**config.mk**
```make
export PLATFORM = sky130hd
export DESIGN_NAME = div_writeback_queue_flat
export DESIGN_NICKNAME = d
export VERILOG_FILES = /design/src/rtl/div_writeback_queue_pkg.sv /design/src/rtl/div_writeback_queue_if.sv /design/src/rtl/div_writeback_queue_sync_fifo_ptr.sv /design/src/rtl/div_writeback_queue.sv /design/src/flat_wrapper.sv
export SDC_FILE = /design/constraint.sdc
export NUM_CORES = 1
export LEC_CHECK = 0
export CAP_MARGIN = 20
export CORE_MARGIN = 2
export CORE_UTILIZATION = 50
export CTS_CLUSTER_DIAMETER = 120
export CTS_CLUSTER_SIZE = 16
export DETAILED_ROUTE_END_ITERATION = 10
export PLACE_DENSITY_LB_ADDON = 0.3
export SYNTH_ARGS = -nofsm -noshare
export SYNTH_HDL_FRONTEND = slang
export SYNTH_SLANG_ARGS = --single-unit
```
**constraint.sdc**
```tcl
create_clock -name clk_i -period 2.9 [get_ports clk_i]
set_input_delay 0.58 -clock clk_i [delete_from_list [all_inputs] [get_ports clk_i]]
set_output_delay 0.58 -clock clk_i [all_outputs]
set_load 0.02 [all_outputs]
```
**src/rtl/div_writeback_queue_pkg.sv**
```systemverilog
// Shared types and constants for the divider writeback queue.
package div_writeback_queue_pkg;

    localparam int unsigned XLEN        = 32;
    localparam int unsigned DIV_LATENCY = 36;
    localparam int unsigned FIFO_DEPTH  = 4;
    localparam int unsigned TAG_W       = 5;
    localparam int unsigned INFL_W      = $clog2(DIV_LATENCY + 1);
    localparam int unsigned FIFO_CNT_W  = $clog2(FIFO_DEPTH) + 1;

    typedef enum logic [1:0] {
        DIV_  = 2'd0,
        DIVU_ = 2'd1,
        REM_  = 2'd2,
        REMU_ = 2'd3
    } div_ops_e;

    // One captured divider result waiting for writeback
    typedef struct packed {
        logic [XLEN-1:0]  data;
        logic             div_by_zero;
        logic [TAG_W-1:0] tag;
        div_ops_e         op;
    } div_wb_entry_s;

    // Token travelling alongside the divider pipeline
    typedef struct packed {
        logic             valid;
        logic [TAG_W-1:0] tag;
        div_ops_e         op;
    } div_token_s;

    localparam int unsigned ENTRY_W = $bits(div_wb_entry_s);

endpackage

```
**src/rtl/div_writeback_queue_if.sv**
```systemverilog
// Issue and writeback handshake bundle of the divider writeback queue.
interface div_writeback_queue_if;
    import div_writeback_queue_pkg::*;

    logic             issue_valid_i;
    logic             issue_ready_o;
    logic [TAG_W-1:0] issue_tag_i;
    div_ops_e         issue_op_i;

    logic             wb_valid_o;
    logic             wb_ready_i;
    logic [XLEN-1:0]  wb_data_o;
    logic [TAG_W-1:0] wb_tag_o;
    div_ops_e         wb_op_o;
    logic             wb_div_by_zero_o;

    // Upstream issuer plus writeback arbiter side
    modport master (
        output issue_valid_i, issue_tag_i, issue_op_i, wb_ready_i,
        input  issue_ready_o, wb_valid_o, wb_data_o, wb_tag_o, wb_op_o, wb_div_by_zero_o
    );

    // Queue side
    modport slave (
        input  issue_valid_i, issue_tag_i, issue_op_i, wb_ready_i,
        output issue_ready_o, wb_valid_o, wb_data_o, wb_tag_o, wb_op_o, wb_div_by_zero_o
    );

endinterface

```
**src/rtl/div_writeback_queue_sync_fifo_ptr.sv**
```systemverilog
// Generic pointer-based synchronous FIFO with occupancy count and flush.
module sync_fifo_ptr #(
    parameter int unsigned WIDTH = 8,
    parameter int unsigned DEPTH = 4
) (
    input  logic                       clk_i,
    input  logic                       rst_n_i,
    input  logic                       flush_i,
    input  logic                       push_i,
    input  logic [WIDTH-1:0]           wdata_i,
    input  logic                       pop_i,
    output logic [WIDTH-1:0]           rdata_o,
    output logic [$clog2(DEPTH):0]     count_o,
    output logic                       full_o,
    output logic                       empty_o
);

    localparam int unsigned PTR_W = $clog2(DEPTH);
    localparam int unsigned CNT_W = PTR_W + 1;

    logic [WIDTH-1:0] mem_q [DEPTH];
    logic [PTR_W-1:0] wr_ptr_q, rd_ptr_q;
    logic [CNT_W-1:0] count_q, count_d;
    logic             do_push, do_pop;

    assign full_o  = (count_q == CNT_W'(DEPTH));
    assign empty_o = (count_q == '0);
    assign count_o = count_q;
    assign rdata_o = mem_q[rd_ptr_q];

    assign do_push = push_i & ~full_o;
    assign do_pop  = pop_i & ~empty_o;

    // Occupancy: simultaneous push and pop leaves the count unchanged
    always_comb begin
        count_d = count_q;
        if (do_push & ~do_pop) begin
            count_d = count_q + CNT_W'(1);
        end else if (do_pop & ~do_push) begin
            count_d = count_q - CNT_W'(1);
        end
    end

    // Storage and pointers; pointers wrap naturally since DEPTH is a power of 2
    always_ff @(posedge clk_i or negedge rst_n_i) begin
        if (!rst_n_i) begin
            wr_ptr_q <= '0;
            rd_ptr_q <= '0;
            count_q  <= '0;
            for (int unsigned i = 0; i < DEPTH; i++) begin
                mem_q[i] <= '0;
            end
        end else if (flush_i) begin
            wr_ptr_q <= '0;
            rd_ptr_q <= '0;
            count_q  <= '0;
        end else begin
            if (do_push) begin
                mem_q[wr_ptr_q] <= wdata_i;
                wr_ptr_q        <= wr_ptr_q + PTR_W'(1);
            end
            if (do_pop) begin
                rd_ptr_q <= rd_ptr_q + PTR_W'(1);
            end
            count_q <= count_d;
        end
    end

endmodule

```
**src/rtl/div_writeback_queue.sv**
```systemverilog
// Tracks divides through a latency-matched token line and queues their results for writeback.
module div_writeback_queue
    import div_writeback_queue_pkg::*;
(
    input  logic              clk_i,
    input  logic              rst_n_i,
    input  logic              clk_en_i,
    input  logic              flush_i,
    input  logic [XLEN-1:0]   result_i,
    input  logic              div_by_zero_i,
    div_writeback_queue_if.slave q_if,
    output logic [INFL_W-1:0] inflight_o
);

    localparam int unsigned SUM_W = (INFL_W > FIFO_CNT_W ? INFL_W : FIFO_CNT_W) + 1;

    div_token_s          line_q [DIV_LATENCY];
    logic [INFL_W-1:0]   inflight_q, inflight_d;
    logic                issue_ready;
    logic                issue_fire;
    logic                capture;
    div_wb_entry_s       cap_entry;
    div_wb_entry_s       head_entry;
    logic [ENTRY_W-1:0]  head_raw;
    logic [FIFO_CNT_W-1:0] fifo_count;
    logic                fifo_full, fifo_empty;
    logic                wb_pop;

    // Credits cover both tokens in flight and entries queued, so a capture always finds room
    assign issue_ready = (SUM_W'(inflight_q) + SUM_W'(fifo_count)) < SUM_W'(FIFO_DEPTH);
    assign issue_fire  = q_if.issue_valid_i & issue_ready & clk_en_i;
    assign capture     = line_q[DIV_LATENCY-1].valid & clk_en_i;

    assign cap_entry = '{data:        result_i,
                         div_by_zero: div_by_zero_i,
                         tag:         line_q[DIV_LATENCY-1].tag,
                         op:          line_q[DIV_LATENCY-1].op};

    // Token delay line; frozen while the divider is clock-gated, cleared on flush
    always_ff @(posedge clk_i or negedge rst_n_i) begin
        if (!rst_n_i) begin
            for (int unsigned i = 0; i < DIV_LATENCY; i++) begin
                line_q[i] <= '0;
            end
        end else if (flush_i) begin
            for (int unsigned i = 0; i < DIV_LATENCY; i++) begin
                line_q[i].valid <= 1'b0;
            end
        end else if (clk_en_i) begin
            line_q[0] <= '{valid: issue_fire, tag: q_if.issue_tag_i, op: q_if.issue_op_i};
            for (int unsigned i = 1; i < DIV_LATENCY; i++) begin
                line_q[i] <= line_q[i-1];
            end
        end
    end

    // In-flight token count
    always_comb begin
        inflight_d = inflight_q;
        if (flush_i) begin
            inflight_d = '0;
        end else if (issue_fire & ~capture) begin
            inflight_d = inflight_q + INFL_W'(1);
        end else if (capture & ~issue_fire) begin
            inflight_d = inflight_q - INFL_W'(1);
        end
    end

    // In-flight count register
    always_ff @(posedge clk_i or negedge rst_n_i) begin
        if (!rst_n_i) begin
            inflight_q <= '0;
        end else begin
            inflight_q <= inflight_d;
        end
    end

    assign wb_pop = ~fifo_empty & q_if.wb_ready_i;

    sync_fifo_ptr #(
        .WIDTH (ENTRY_W),
        .DEPTH (FIFO_DEPTH)
    ) u_fifo (
        .clk_i   (clk_i),
        .rst_n_i (rst_n_i),
        .flush_i (flush_i),
        .push_i  (capture & ~fifo_full),
        .wdata_i (cap_entry),
        .pop_i   (wb_pop),
        .rdata_o (head_raw),
        .count_o (fifo_count),
        .full_o  (fifo_full),
        .empty_o (fifo_empty)
    );

    // Head entry is presented directly; payload reads as zero while empty
    assign head_entry = fifo_empty ? '0 : div_wb_entry_s'(head_raw);

    assign q_if.issue_ready_o    = issue_ready;
    assign q_if.wb_valid_o       = ~fifo_empty;
    assign q_if.wb_data_o        = head_entry.data;
    assign q_if.wb_tag_o         = head_entry.tag;
    assign q_if.wb_op_o          = head_entry.op;
    assign q_if.wb_div_by_zero_o = head_entry.div_by_zero;
    assign inflight_o            = inflight_q;

endmodule

```
**src/flat_wrapper.sv**
```systemverilog
// flat-port wrapper written by rule: the top's interface ports become plain ports
module div_writeback_queue_flat import div_writeback_queue_pkg::*;
  (clk_i, rst_n_i, clk_en_i, flush_i, result_i, div_by_zero_i, inflight_o, q_if_issue_valid_i, q_if_issue_tag_i, q_if_issue_op_i, q_if_wb_ready_i, q_if_issue_ready_o, q_if_wb_valid_o, q_if_wb_data_o, q_if_wb_tag_o, q_if_wb_op_o, q_if_wb_div_by_zero_o);
  div_writeback_queue_if q_if_i ();
  input  logic clk_i;
  input  logic rst_n_i;
  input  logic clk_en_i;
  input  logic flush_i;
  input  logic [XLEN-1:0] result_i;
  input  logic div_by_zero_i;
  output logic [INFL_W-1:0] inflight_o;
  input wire logic [$bits(q_if_i.issue_valid_i)-1:0] q_if_issue_valid_i;
  input wire logic [$bits(q_if_i.issue_tag_i)-1:0] q_if_issue_tag_i;
  input wire logic [$bits(q_if_i.issue_op_i)-1:0] q_if_issue_op_i;
  input wire logic [$bits(q_if_i.wb_ready_i)-1:0] q_if_wb_ready_i;
  output wire logic [$bits(q_if_i.issue_ready_o)-1:0] q_if_issue_ready_o;
  output wire logic [$bits(q_if_i.wb_valid_o)-1:0] q_if_wb_valid_o;
  output wire logic [$bits(q_if_i.wb_data_o)-1:0] q_if_wb_data_o;
  output wire logic [$bits(q_if_i.wb_tag_o)-1:0] q_if_wb_tag_o;
  output wire logic [$bits(q_if_i.wb_op_o)-1:0] q_if_wb_op_o;
  output wire logic [$bits(q_if_i.wb_div_by_zero_o)-1:0] q_if_wb_div_by_zero_o;
  assign q_if_i.issue_valid_i = q_if_issue_valid_i;
  assign q_if_i.issue_tag_i = q_if_issue_tag_i;
  assign q_if_i.issue_op_i = q_if_issue_op_i;
  assign q_if_i.wb_ready_i = q_if_wb_ready_i;
  assign q_if_issue_ready_o = q_if_i.issue_ready_o;
  assign q_if_wb_valid_o = q_if_i.wb_valid_o;
  assign q_if_wb_data_o = q_if_i.wb_data_o;
  assign q_if_wb_tag_o = q_if_i.wb_tag_o;
  assign q_if_wb_op_o = q_if_i.wb_op_o;
  assign q_if_wb_div_by_zero_o = q_if_i.wb_div_by_zero_o;
  div_writeback_queue u_core (.clk_i(clk_i), .rst_n_i(rst_n_i), .clk_en_i(clk_en_i), .flush_i(flush_i), .result_i(result_i), .div_by_zero_i(div_by_zero_i), .q_if(q_if_i), .inflight_o(inflight_o));
endmodule
```
==> impl_metrics.env <==
export IMPL_outcome="finished, final reports clean"
export IMPL_worst_ep_arrival_time_ps=2230
export IMPL_period_minus_slack_ps=2810
export IMPL_grt_usage_pct=16.1
export IMPL_drtPass1Iterations=4
export IMPL_synth_warnings=0
export IMPL_period_share_pct=96.8
export IMPL_drc=0
export IMPL_fmax_mhz=356
export IMPL_power_density_mw_per_mm2=624
export IMPL_synthCells=1184
export IMPL_worstSetupPathType="flop to output pin"
export IMPL_netlist_top_cells_area="dfrtp_1 61%, mux2_2 25%, mux4_2 4.8%"
export IMPL_die_h_um=198
export IMPL_synthXorXnorAreaFrac_pct=0.327
export IMPL_cts_tree="built"
export IMPL_setup_viol=0
export IMPL_synth_top_area_share_pct=61.5
export IMPL_cp_end_kind="output pin"
export IMPL_h_tree_depth=2
export IMPL_max_cap_violations=0
export IMPL_cts_buffer_depth=3
export IMPL_rows=70
export IMPL_io_buffers=93
export IMPL_crit_fanout=6
export IMPL_cp_slowest_cell="mux4_2"
export IMPL_worst_pin_slew_ps=625
export IMPL_grt_overflow=0
export IMPL_p_sw_share_pct=23.1
export IMPL_hp_class="input pin to async pin"
export IMPL_dieArea_sq_mm=0.0391
export IMPL_gp_congestion=0.741
export IMPL_drtIter0Drc=461
export IMPL_place_inst=1710
export IMPL_final_cells=1755
export IMPL_share_comb_of_total_power_pct=12.0
export IMPL_seqPwrFrac_pct=56.3
export IMPL_yosysTopAreaCell="dfrtp_1"
export IMPL_clock_sinks=461
export IMPL_root_buffer="clkbuf_16"
export IMPL_crit_buf_inv=3
export IMPL_p_sw_mw=3.08
export IMPL_critPathMaxStageDelay_ps=500
export IMPL_cts_inserted_buffers=34
export IMPL_dr_total_vias=9596
export IMPL_p_leak_nw=10.5
export IMPL_netlist_cell_type_count=35
export IMPL_die_width_um=198
export IMPL_synth_top_family_by_area="multiplexers"
export IMPL_grt_pass1_wl_um=50700
export IMPL_fin_ws_ps=91.7
export IMPL_grt_max_degree=114
export IMPL_startpoint_type="flop"
export IMPL_p_int_mw=10.3
export IMPL_final_util_pct=58.0
export IMPL_vias_per_cell=5.47
export IMPL_antennaDiodeCount=0
export IMPL_cts_clk_slew_worst_paths_ps=70
export IMPL_core_area_sq_mm=0.0368
export IMPL_dp_hpwl_um=17900
export IMPL_areaGrowthSynthToFinish_pct=13.8
export IMPL_grt_antenna_before_repair=1
export IMPL_final_antenna_net_count=0
export IMPL_worst_skew_pair_late_latency_ps=530
export IMPL_synth_seq_cells=461
export IMPL_routed_wl_um=30100
export IMPL_synthSimpleGateAreaFrac_pct=3.08
export IMPL_path_cells="buf_6, buf_4, mux4_2, and2_1, dlygate4sd2_1"
export IMPL_rrSetupSlack_ps=210
export IMPL_drive_gt1_share_pct=43.2
export IMPL_ios=94
export IMPL_critPathTopFamily="buffers and inverters"
export IMPL_required_ps=2320
export IMPL_syn_area_sq_mm=0.0188
export IMPL_grt_pass1_vias=9968
export IMPL_finalHoldViolCount=0
export IMPL_worst_ir_drop_vdd_uv=570
export IMPL_fin_nets=1343
export IMPL_synthAdderAreaFrac_pct=0.880
export IMPL_clockPowerShare_pct=31.7
export IMPL_timing_slew_headroom_pct=58.3
export IMPL_initial_utilization_pct=51.0
export IMPL_avgSynthCellArea_sq_um=15.8
export IMPL_synth_compound_area_share_pct=0.680
export IMPL_slew_violations=0
export IMPL_syn_nets=1242
export IMPL_p_total_mw=13.3
export IMPL_clock_skew_ps=25.3
export IMPL_wl_per_cell_um=17.1
export IMPL_rsz0062_at_grt="yes"
export IMPL_place_ws_ps=82.1
export IMPL_muxShareOfSynthArea_pct=31.7
export IMPL_ys_seq_area_share_pct=61.5
## cells in the mapped netlist (all sizes together)
| cell type | n |
|---|---|
| a221oi | 1 |
| clkbuf | 13 |
| nor3 | 2 |
| nand2b | 2 |
| xor2 | 3 |
| inv | 9 |
| o21a | 2 |
| and2 | 41 |
| mux4 | 40 |
| a211o | 1 |
| or3 | 1 |
| mux2 | 415 |
| nor2 | 47 |
| nand4b | 1 |
| dfrtp | 461 |
| buf | 56 |
| a211oi | 2 |
| ha | 10 |
| o22ai | 1 |
| mux2i | 37 |
| nand2 | 10 |
| o21ba | 1 |
| nor4 | 1 |
| nor2b | 2 |
| nand4 | 2 |
| fa | 2 |
| and3 | 1 |
| or3b | 2 |
| a21o | 2 |
| xnor2 | 4 |
| nand3 | 3 |
| o21ai | 4 |
| a21oi | 5 |
## metrics by stage
| step | setup TNS, ps | hold slack (ps) | area, sq um |
|---|---|---|---|
| after floorplan | 0 | 284 | 18800 |
| after global placement | 0 | 482 | 20400 |
| after detailed placement | 0 | 488 | 20400 |
| after CTS | 0 | 32.4 | 21300 |
| after global routing | -12.6 | 60.8 | 21400 |
| final | 0 | 18.4 | 21400 |
## path summary, 6_finish.rpt
check,start,end,cells after the start
min in group clk_i,clk_en_i,u_core.inflight_o[0]$_DFFE_PN0P_,3
hold reg to reg,u_core.line_q[73]$_DFFE_PN0P_,u_core.line_q[65]$_DFFE_PN0P_,1
setup / recovery,u_core.u_fifo.rd_ptr_q[0]$_DFFE_PN0P_,q_if_wb_data_o[28],5
hold / removal,rst_n_i,u_core.inflight_o[4]$_DFFE_PN0P_,1
max in group asynchronous,rst_n_i,u_core.line_q[235]$_DFFE_PN0P_,2
setup reg to reg,u_core.inflight_o[2]$_DFFE_PN0P_,u_core.inflight_o[4]$_DFFE_PN0P_,11
## routing by layer
metal | GRT usage [%] | vias to the layer above | routed length [um]
met2 | 26.2 | 136 | 14500
met1 | 22.6 | 5062 | 14100
met4 | 4.29 | 2 | 418
met5 | 0 | - | 13
li1 | - | 4368 | -
met3 | 2.62 | 28 | 1120
## layout make-up
class	instances	area, sq um
clock buffer	36	880
clock inverter	2	13.8
fill	2870	15400
inverter	9	33.8
multi-input combinational	645	6910
sequential	461	11500
tap	468	586
timing repair buffer	134	1390
## power groups by stage
| stage | clock network [mW] | logic [mW] | registers (mW) |
|---|---|---|---|
| 6_report | 4.22 | 1.60 | 7.51 |
| 5_1_grt | 4.63 | 1.78 | 7.61 |
| 4_1_cts | 4.40 | 1.61 | 7.51 |
| 3_5_place_dp | 0 | 1.60 | 7.64 |
| 3_3_place_gp | 0 | 1.53 | 7.60 |
| 2_1_floorplan | 0 | 1.05 | 7.56 |
## repair_timing
| item | 4_1_cts | 5_1_grt |
|---|---|---|
| resized for setup | 47 | 27 |
| hold endpoints to repair | 0 | 0 |
| pin swaps | 0 | 0 |
| cloned | 1 | 0 |
| setup buffers | 4 | 2 |
| endpoints found under the setup margin | 40 | 28 |
| hold buffers | 0 | 0 |
## cell families (layout without fill, tap and decap cells)
group,count (synthesis),after routing
muxes,492,492
adders and majority gates,12,12
AOI/OAI and AO/OA,19,19
xor gates and xnor gates,7,7
DFF,461,461
buffers and inverters,78,181
and+or+nand+nor,115,115
## flip-flops by register name, indices dropped and copies added (netlist names)
register	count
u_core.u_fifo.rd_ptr_q	2
u_core.cap_entry	7
u_core.line_q	281
u_core.u_fifo.count_o	3
u_core.u_fifo.mem_q	160
u_core.inflight_o	6
u_core.u_fifo.wr_ptr_q	2
## cells in the final DEF, fill, tap and decap left out, types with 6 or more instances in the layout
cell type	netlist	final
mux2i_1	37	37
dlygate4sd2_1	0	23
mux2_2	415	415
clkbuf_2	0	6
clkdlybuf4s15_1	0	9
mux4_2	40	40
buf_12	0	14
ha_1	10	9
clkbuf_16	0	35
inv_1	9	9
dfrtp_1	461	459
clkdlybuf4s50_1	0	49
nand2_1	10	6
nor2_1	47	47
buf_4	0	23
and2_1	41	41
No activity file was read; power rests on OpenSTA's default activity.
